[src/rtl/ctrl_pkg.sv]
// rtl/ctrl_pkg.sv - shared states, opcodes and control codes for the multi-cycle RV32I controller
package ctrl_pkg;

  typedef enum logic [3:0] {
    S_FETCH, S_DECODE, S_MEMADR, S_MEMREAD, S_MEMWB, S_MEMWRITE, S_EXECR,
    S_EXECI, S_ALUWB, S_BRANCH, S_JAL, S_JALR, S_JALRPC, S_LUI
  } state_t;

  localparam logic [6:0] OP_LOAD   = 7'b0000011;
  localparam logic [6:0] OP_STORE  = 7'b0100011;
  localparam logic [6:0] OP_RTYPE  = 7'b0110011;
  localparam logic [6:0] OP_ITYPE  = 7'b0010011;
  localparam logic [6:0] OP_BRANCH = 7'b1100011;
  localparam logic [6:0] OP_JAL    = 7'b1101111;
  localparam logic [6:0] OP_JALR   = 7'b1100111;
  localparam logic [6:0] OP_LUI    = 7'b0110111;

  localparam logic [2:0] ALU_ADD = 3'b000;
  localparam logic [2:0] ALU_SUB = 3'b001;
  localparam logic [2:0] ALU_AND = 3'b010;
  localparam logic [2:0] ALU_OR  = 3'b011;
  localparam logic [2:0] ALU_XOR = 3'b100;
  localparam logic [2:0] ALU_SLT = 3'b101;

  localparam logic [2:0] IMM_I = 3'b000;
  localparam logic [2:0] IMM_S = 3'b001;
  localparam logic [2:0] IMM_B = 3'b010;
  localparam logic [2:0] IMM_J = 3'b011;
  localparam logic [2:0] IMM_U = 3'b111;

  localparam logic [1:0] RES_ALUOUT = 2'b00;
  localparam logic [1:0] RES_DATA   = 2'b01;
  localparam logic [1:0] RES_ALU    = 2'b10;
  localparam logic [1:0] RES_IMM    = 2'b11;

  localparam logic [1:0] SRCA_PC    = 2'b00;
  localparam logic [1:0] SRCA_OLDPC = 2'b01;
  localparam logic [1:0] SRCA_RS1   = 2'b10;

  localparam logic [1:0] SRCB_RS2  = 2'b00;
  localparam logic [1:0] SRCB_IMM  = 2'b01;
  localparam logic [1:0] SRCB_FOUR = 2'b10;

  function automatic logic [2:0] immSrcFor(input logic [6:0] op);
    case (op)
      OP_STORE:  return IMM_S;
      OP_BRANCH: return IMM_B;
      OP_JAL:    return IMM_J;
      OP_LUI:    return IMM_U;
      default:   return IMM_I;
    endcase
  endfunction

endpackage

[src/rtl/alu_decoder.sv]
// rtl/alu_decoder.sv - funct3/funct7b5 to ALUControl decode for the execute states
module alu_decoder
  import ctrl_pkg::*;
(
  input  logic [2:0] funct3,
  input  logic       funct7b5,
  input  logic       isRType,
  output logic [2:0] aluControl
);

  always_comb begin
    aluControl = ALU_ADD;
    case (funct3)
      3'b000:  aluControl = (isRType && funct7b5) ? ALU_SUB : ALU_ADD;
      3'b010:  aluControl = ALU_SLT;
      3'b100:  aluControl = ALU_XOR;
      3'b110:  aluControl = ALU_OR;
      3'b111:  aluControl = ALU_AND;
      default: aluControl = ALU_ADD;
    endcase
  end

endmodule

[src/rtl/multicycle_controller.sv]
// rtl/multicycle_controller.sv - multi-cycle RV32I main control FSM; MEM_READY_EN adds MemReady stalls
module multicycle_controller
  import ctrl_pkg::*;
(
  input  logic       clk,
  input  logic       rst_n,
  input  logic [6:0] op,
  input  logic [2:0] funct3,
  input  logic       funct7b5,
  input  logic       Zero,
  input  logic       Neg,
`ifdef MEM_READY_EN
  input  logic       MemReady,
`endif
  output logic       PCWrite,
  output logic       AdrSrc,
  output logic       MemWrite,
  output logic       IRWrite,
  output logic       RegWrite,
  output logic [1:0] ResultSrc,
  output logic [1:0] ALUSrcA,
  output logic [1:0] ALUSrcB,
  output logic [2:0] ALUControl,
  output logic [2:0] ImmSrc
);

  state_t     state, nextState;
  logic       memReady;
  logic       branchTaken;
  logic [2:0] aluDecoded;

`ifdef MEM_READY_EN
  assign memReady = MemReady;
`else
  assign memReady = 1'b1;
`endif

  assign ImmSrc = immSrcFor(op);

  alu_decoder uAluDecoder (
    .funct3    (funct3),
    .funct7b5  (funct7b5),
    .isRType   (state == S_EXECR),
    .aluControl(aluDecoded)
  );

  always_comb begin
    case (funct3)
      3'b000:  branchTaken = Zero;
      3'b001:  branchTaken = !Zero;
      3'b100:  branchTaken = Neg;
      3'b101:  branchTaken = !Neg;
      default: branchTaken = 1'b0;
    endcase
  end

  always_ff @(posedge clk) begin
    if (!rst_n) state <= S_FETCH;
    else        state <= nextState;
  end

  always_comb begin
    nextState  = S_FETCH;
    PCWrite    = 1'b0;
    AdrSrc     = 1'b0;
    MemWrite   = 1'b0;
    IRWrite    = 1'b0;
    RegWrite   = 1'b0;
    ResultSrc  = RES_ALUOUT;
    ALUSrcA    = SRCA_PC;
    ALUSrcB    = SRCB_RS2;
    ALUControl = ALU_ADD;
    case (state)
      S_FETCH: begin
        IRWrite   = memReady;
        PCWrite   = memReady;
        ALUSrcB   = SRCB_FOUR;
        ResultSrc = RES_ALU;
        nextState = memReady ? S_DECODE : S_FETCH;
      end
      S_DECODE: begin
        // Branch target is precomputed here into ALUOut.
        ALUSrcA = SRCA_OLDPC;
        ALUSrcB = SRCB_IMM;
        case (op)
          OP_LOAD, OP_STORE: nextState = S_MEMADR;
          OP_RTYPE:          nextState = S_EXECR;
          OP_ITYPE:          nextState = S_EXECI;
          OP_BRANCH:         nextState = S_BRANCH;
          OP_JAL:            nextState = S_JAL;
          OP_JALR:           nextState = S_JALR;
          OP_LUI:            nextState = S_LUI;
          default:           nextState = S_FETCH;
        endcase
      end
      S_MEMADR: begin
        ALUSrcA   = SRCA_RS1;
        ALUSrcB   = SRCB_IMM;
        nextState = (op == OP_STORE) ? S_MEMWRITE : S_MEMREAD;
      end
      S_MEMREAD: begin
        AdrSrc    = 1'b1;
        nextState = memReady ? S_MEMWB : S_MEMREAD;
      end
      S_MEMWB: begin
        ResultSrc = RES_DATA;
        RegWrite  = 1'b1;
      end
      S_MEMWRITE: begin
        AdrSrc    = 1'b1;
        MemWrite  = 1'b1;
        nextState = memReady ? S_FETCH : S_MEMWRITE;
      end
      S_EXECR: begin
        ALUSrcA    = SRCA_RS1;
        ALUSrcB    = SRCB_RS2;
        ALUControl = aluDecoded;
        nextState  = S_ALUWB;
      end
      S_EXECI: begin
        ALUSrcA    = SRCA_RS1;
        ALUSrcB    = SRCB_IMM;
        ALUControl = aluDecoded;
        nextState  = S_ALUWB;
      end
      S_ALUWB: begin
        RegWrite = 1'b1;
      end
      S_BRANCH: begin
        ALUSrcA    = SRCA_RS1;
        ALUSrcB    = SRCB_RS2;
        ALUControl = ALU_SUB;
        PCWrite    = branchTaken;
      end
      S_JAL: begin
        // PC takes the DECODE target from ALUOut while the ALU forms the link.
        ALUSrcA   = SRCA_OLDPC;
        ALUSrcB   = SRCB_FOUR;
        PCWrite   = 1'b1;
        nextState = S_ALUWB;
      end
      S_JALR: begin
        ALUSrcA   = SRCA_RS1;
        ALUSrcB   = SRCB_IMM;
        nextState = S_JALRPC;
      end
      S_JALRPC: begin
        ALUSrcA   = SRCA_OLDPC;
        ALUSrcB   = SRCB_FOUR;
        PCWrite   = 1'b1;
        nextState = S_ALUWB;
      end
      S_LUI: begin
        ResultSrc = RES_IMM;
        RegWrite  = 1'b1;
      end
      default: nextState = S_FETCH;
    endcase
  end

endmodule

[config.mk]
export PLATFORM = sky130hd
export DESIGN_NAME = multicycle_controller
export DESIGN_NICKNAME = d
export VERILOG_FILES = /design/src/rtl/ctrl_pkg.sv /design/src/rtl/alu_decoder.sv /design/src/rtl/multicycle_controller.sv
export SDC_FILE = /design/constraint.sdc
export NUM_CORES = 1
export LEC_CHECK = 0
export CAP_MARGIN = 0
export CORE_MARGIN = 2
export CORE_UTILIZATION = 25
export CTS_BUF_LIST = sky130_fd_sc_hd__clkbuf_8 sky130_fd_sc_hd__clkbuf_16
export DETAILED_ROUTE_END_ITERATION = 10
export GPL_ROUTABILITY_DRIVEN = 1
export HOLD_SLACK_MARGIN = 0.08
export PLACE_DENSITY = 0.61
export SETUP_SLACK_MARGIN = 0.02
export SYNTH_ARGS = -nofsm -noshare
export SYNTH_HDL_FRONTEND = slang
export SYNTH_SLANG_ARGS = --single-unit
export TNS_END_PERCENT = 30
[constraint.sdc]
create_clock -name clk -period 1.8 [get_ports clk]
set_input_delay 0.27 -clock clk [delete_from_list [all_inputs] [get_ports clk]]
set_output_delay 0.27 -clock clk [all_outputs]
set_load 0.01 [all_outputs]
==> impl_metrics.py, run 1 <==
metrics = {
    "die": {
        "die-height_um": 55.2,
        "start_util_pct": 26.4,
        "core_area_sq_um": 2480,
        "num_rows": 18,
        "io_pins": 32,
        "die_width_um": 55.2,
        "die_area_sq_um": 3040,
    },
    "cts": {
        "cts_buffer_depth": 2,
        "cts_root_buffer": "clkbuf_8",
        "clkLatencyLatePin_ps": 210,
        "cts_tree": "done",
        "clkTransAtPathRegs_ps": 30,
        "cts_buffers": 3,
        "h-tree-depth": 1,
        "cts_num_sinks": 4,
    },
    "sta": {
        "slew_headroom_pct": 78.0,
        "layout_setup_ws_ps": 109,
        "tightestPinTransition_ps": 325,
        "max_freq_ghz": 0.591,
        "skew_ps": 1.86,
        "hold_violations": 0,
        "rsz0062_at_grt": "false",
        "timing.final.crit_share_pct": 93.9,
        "finalCriticalPeriod_ps": 1690,
        "setup_viol": 0,
        "drv_slew": 0,
    },
    "routing": {
        "viasPerCell": 4.95,
        "vias": 965,
        "drt-total-wl_um": 2240,
        "drtPass1Iterations": 4,
        "drc": 0,
        "wl_per_cell_um": 11.5,
        "drtIter0Drc": 12,
        "postRouteAntennaNets": 0,
    },
    "layout": {
        "diodes": 0,
        "seqCellArea_sq_um": 85.1,
        "fin_area_sq_um": 1270,
        "nNetsFinal": 182,
        "drive_gt1_share_pct": 30.9,
        "num-fill-cells": 284,
        "syn2layout_area_growth_pct": 93.5,
        "regMostFlops": "state",
        "multiInputGateArea_sq_um": 531,
        "largest_register_ffs": 4,
        "reg.largest.list": "state (4)",
    },
    "setup_path": {
        "startpoint_type": "register",
        "critical_path.cell_chain": "buf_4 > xor2_1 > mux2i_1 > nor2b_1 > dlygate4sd2_1",
        "arrival_ps": 1420,
        "cp-end-kind": "output pin",
        "crit_type": "register to output pin",
        "worstPathRequired_ps": 1530,
        "crit_fanout": 8,
        "critPathMaxStageDelay_ps": 360,
        "cp_slowest_cell": "dfxtp_4",
    },
    "place": {
        "dpl.hpwl_um": 1790,
        "gp_congestion": 0.792,
        "io_buffers": 31,
        "pre_cts_ws_ps": -377,
        "post_dp_cell_area_sq_um": 1200,
    },
    "logic_synthesis": {
        "netlist_top_cells_area": "dfxtp_1 (12%), nor2_1 (7.5%), a21oi_1 (6.9%), nand2_1 (6.3%), nor2b_1 (5.7%)",
        "synthTopCellsByCount": "nor2_1 (13), nand2_1 (11), a21oi_1 (9)",
        "yosys_warnings": 0,
        "netlist_area_sq_um": 654,
        "synth_top_area_share_pct": 12.2,
        "async_reset_ff_share_pct": 0,
        "yosysSeqAreaShare_pct": 12.2,
        "synth_seq_cells": 4,
        "synth_ff_type": "dfxtp_1",
        "synth_edf_count": 0,
        "synthMostInstantiatedCell": "nor2_1",
        "synth_cells": 103,
        "yosys.area.top_type": "dfxtp_1",
        "synthesis.nets": 118,
        "synth_cell_types": 37,
        "synth_area_per_cell_sq_um": 6.35,
    },
    "grt": {
        "grt_use_total_pct": 16.7,
        "overflow": 0,
        "antenna_found_initial": 0,
        "grt_max_degree": 11,
        "grt_pass1_vias": 928,
        "grt_pass1_wl_um": 3730,
    },
    "power": {
        "p_leak_nw": 0.595,
        "powerDensity_nw_per_um2": 372,
        "worst_ir_drop_vdd_mv": 0.276,
    },
    "job": {
        "cap_viol_max_count": 0,
    },
    "min_path": {
        "hold_class": "register to register",
    },
    "status": {
        "status": "completed",
    },
}
## critical path: cells and delay by family (launching register included)
kind,cells,cell delay [ps]
mux,1,120
xor+xnor,1,170
simple gates,1,120
buf+inv,2,430
flops,1,360
## power by group
group          leakage [nW]  total (mW)  switching (mW)  internal [mW]
logic                 0.540       0.188          0.0801          0.108
clock network        0.0216       0.188          0.0458          0.143
registers            0.0336      0.0945         0.00363         0.0909
## per-layer routing
layer | part of all wire, % | GRT usage (%) | up-vias
met2 | 53 | 35.5 | 30
met4 | 0 | 2.44 | 0
met5 | 0 | 0 | -
met3 | 7.2 | 2.42 | 0
met1 | 40 | 16.8 | 437
li1 | - | - | 498
## final timing paths
kind              slack [ps]  startpoint       end  depth (start not counted)
setup / recovery         110    state[3]  RegWrite                          5
hold / removal           630    state[0]  state[0]                          2
setup reg to reg         430    state[0]  state[2]                          6
hold reg to reg          630    state[0]  state[0]                          2
## metrics by stage
stage / cells / TNS [ps] / utilization [%] / hold slack (ps) / total power [mW]
2_1_floorplan: 103 / 0 / - / 373 / 0.168
3_3_place_gp: 188 / -1990 / 48.5 / 652 / 0.284
3_5_place_dp: 188 / -2200 / 48.5 / 678 / 0.287
4_1_cts: 194 / 0 / 50.6 / 621 / 0.477
5_1_grt: 195 / 0 / 51.1 / 652 / 0.502
6_report: 195 / 0 / 51.1 / 626 / 0.471
## area by class of cell
cell class                      instances  area share (%)
Timing Repair Buffer                   67            44.0
Multi-Input combinational cell         87            41.9
Sequential cell                         4            6.72
Tap cell                               30            2.96
Inverter                                4            1.19
Clock buffer                            3            3.26
## layout by cell type (no fill, tap or decap), types with 4 or more instances in the layout
cell type	Yosys	layout
a21oi_1	9	9
buf_4	0	36
clkdlybuf4s50_1	0	10
dlygate4sd2_1	0	15
nand2_1	11	11
nand3_1	4	4
nor2_1	13	13
nor3_1	4	4
xnor2_1	4	4
## logic make-up (layout without fill, tap and decap cells)
group           count (synthesis)  count (layout)  share of synthesized area, %
xor+xnor                        5               5                          6.69
simple gates                   53              53                          43.2
compound gates                 27              27                          26.2
buf+inv                        12              74                          8.60
mux                             2               2                          3.06
flops                           4               4                          12.2
## repair_timing
| action | CTS | global route |
|---|---|---|
| setup endpoints to repair | 19 | 8 |
| setup buffers | 3 | 1 |
| hold buffers | 0 | 0 |
| resized for setup | 32 | 6 |
| gates cloned | 0 | 0 |
Note: power is estimated with default switching activity, not from simulation.
==> inputs of run 2 (changes only) <==
- CORE_UTILIZATION: 25 -> 37
- PLACE_DENSITY: 0.61 -> 0.81
==> run 2 against run 1 <==
  * Sequential power rose by 2.2%
  * Critical path depth did not move
  * Global-route usage is 6.3 points higher
  * Register-to-register slack hardly changed
  * Critical endpoint unchanged
  * Largest power group is now the clock network
==> impl_metrics.py, run 2 (synthesis results as in run 1) <==
metrics = {
    "sta": {
        "skew_ps": 3.74,
        "setup_viol": 0,
        "max_freq_ghz": 0.589,
        "hold_violations": 0,
        "slew_headroom_pct": 78.9,
        "tightestPinTransition_ps": 313,
        "timing.final.crit_share_pct": 94.2,
        "drv_slew": 0,
        "finalCriticalPeriod_ps": 1700,
        "tns_ps": 0,
        "finalHoldWorstSlack_ps": 583,
        "rsz0062_at_grt": "true",
        "layout_setup_ws_ps": 104,
    },
    "power": {
        "powerDensity_nw_per_um2": 382,
        "worst_ir_drop_vdd_mv": 0.357,
        "p_leak_nw": 0.568,
    },
    "setup_path": {
        "critical_path.cell_chain": "buf_12 > xor2_1 > mux2i_1 > nor2b_1 > dlygate4sd2_1",
        "arrival_ps": 1430,
        "cp_slowest_cell": "dfxtp_2",
        "startpoint_type": "register",
        "cp-end-kind": "output pin",
        "crit_fanout": 19,
        "critPathMaxStageDelay_ps": 370,
        "worstPathRequired_ps": 1530,
        "crit_type": "register to output pin",
        "reg2reg_slack_ps": 420,
    },
    "die": {
        "die-height_um": 46.1,
        "die_area_sq_um": 2120,
        "io_pins": 32,
        "die_width_um": 46.1,
        "num_rows": 15,
        "core_area_sq_um": 1690,
        "start_util_pct": 38.7,
    },
    "grt": {
        "grt_max_degree": 20,
        "antenna_found_initial": 0,
        "grt_pass1_wl_um": 3620,
        "overflow": 0,
        "grt_pass1_vias": 929,
        "grt_use_total_pct": 22.9,
    },
    "layout": {
        "drive_gt1_share_pct": 30.8,
        "reg.largest.list": "state (4)",
        "syn2layout_area_growth_pct": 85.1,
        "diodes": 0,
        "nNetsFinal": 176,
        "final_cell_mix": "buf_4 (29), dlygate4sd2_1 (15), nor2_1 (12), nand2_1 (11), clkdlybuf4s50_1 (10)",
        "num-fill-cells": 154,
        "final_common_cell": "buf_4",
        "largest_register_ffs": 4,
        "fin_util_pct": 71.7,
        "regMostFlops": "state",
        "fin_area_sq_um": 1210,
    },
    "place": {
        "post_dp_cell_area_sq_um": 1180,
        "gp_congestion": 0.819,
        "dpl.hpwl_um": 1780,
        "io_buffers": 31,
        "pre_cts_ws_ps": -364,
    },
    "routing": {
        "drt-total-wl_um": 2140,
        "drtPass1Iterations": 4,
        "drc": 0,
        "viasPerCell": 5.41,
        "wl_per_cell_um": 12.1,
        "vias": 953,
        "drtIter0Drc": 9,
        "postRouteAntennaNets": 0,
    },
    "cts": {
        "cts_num_sinks": 4,
        "clkLatencyLatePin_ps": 220,
        "cts_buffer_depth": 2,
        "clkTransAtPathRegs_ps": 30,
        "h-tree-depth": 1,
        "cts_buffers": 3,
        "cts_setup_buffers": 0,
        "cts_tree": "done",
        "cts_root_buffer": "clkbuf_8",
        "hold_buffers": 0,
    },
    "status": {
        "status": "completed",
    },
    "job": {
        "cap_viol_max_count": 0,
    },
    "min_path": {
        "hold_class": "register to register",
    },
}
==> run 2: cell types whose count changed in the layout (fill, tap and decap cells not counted) <==
cell	delta
clkdlybuf4s15_2	-1
buf_2	+1
buf_12	+1
dfxtp_1	-2
clkbuf_2	+1
clkdlybuf4s15_1	-1
nor2_2	+1
dfxtp_2	+2
buf_4	-7
nor2_1	-1
==> run 2: per-layer routing <==
layer	up-vias	GRT usage (%)	wire length [um]
li1	482	-	-
met1	438	23.0	808
met2	31	47.5	1200
met3	2	2.75	106
met4	0	6.29	17
met5	-	0	0
==> run 2: where the power goes <==
part | internal, mW | switching, mW
Combinational | 0.0997 | 0.0776
Sequential | 0.0919 | 0.00478
Clock | 0.143 | 0.0466
==> run 2: metrics by stage <==
step,total power [mW],instances
finish,0.463,176
global route,0.491,176
CTS,0.467,176
detailed placement,0.287,173
global placement,0.281,173
floorplan,0.168,103
==> run 2: worst paths after layout <==
check                                 to     start  cells after the start
worst min-delay path            state[0]  state[0]                      2
worst max register to register  state[2]  state[0]                      6
worst max-delay path            RegWrite  state[3]                      5
worst min register to register  state[0]  state[0]                      2
==> run 2: area by class of cell <==
cell class              count  area, sq um  area share (%)
multi-input cells          87          533            44.0
repair buffers             61          513            42.4
flip-flops and latches      4         87.6            7.23
clock buffers               3         41.3            3.41
well taps                  17         21.3            1.76
inverters                   4         15.0            1.24
==> run 2: timing repair <==
| action | in CTS | in global routing |
|---|---|---|
| setup endpoints to repair | 19 | 6 |
| gates resized for setup | 36 | 8 |
| pin swaps | 1 | 1 |
==> run 2: critical path, delay by kind of cell, from the launching register on <==
| kind | cells | cell delay, ps |
|---|---|---|
| muxes | 1 | 90 |
| xor gates and xnor gates | 1 | 180 |
| DFF | 1 | 370 |
| and+or+nand+nor | 1 | 130 |
| buffers and inverters | 2 | 440 |
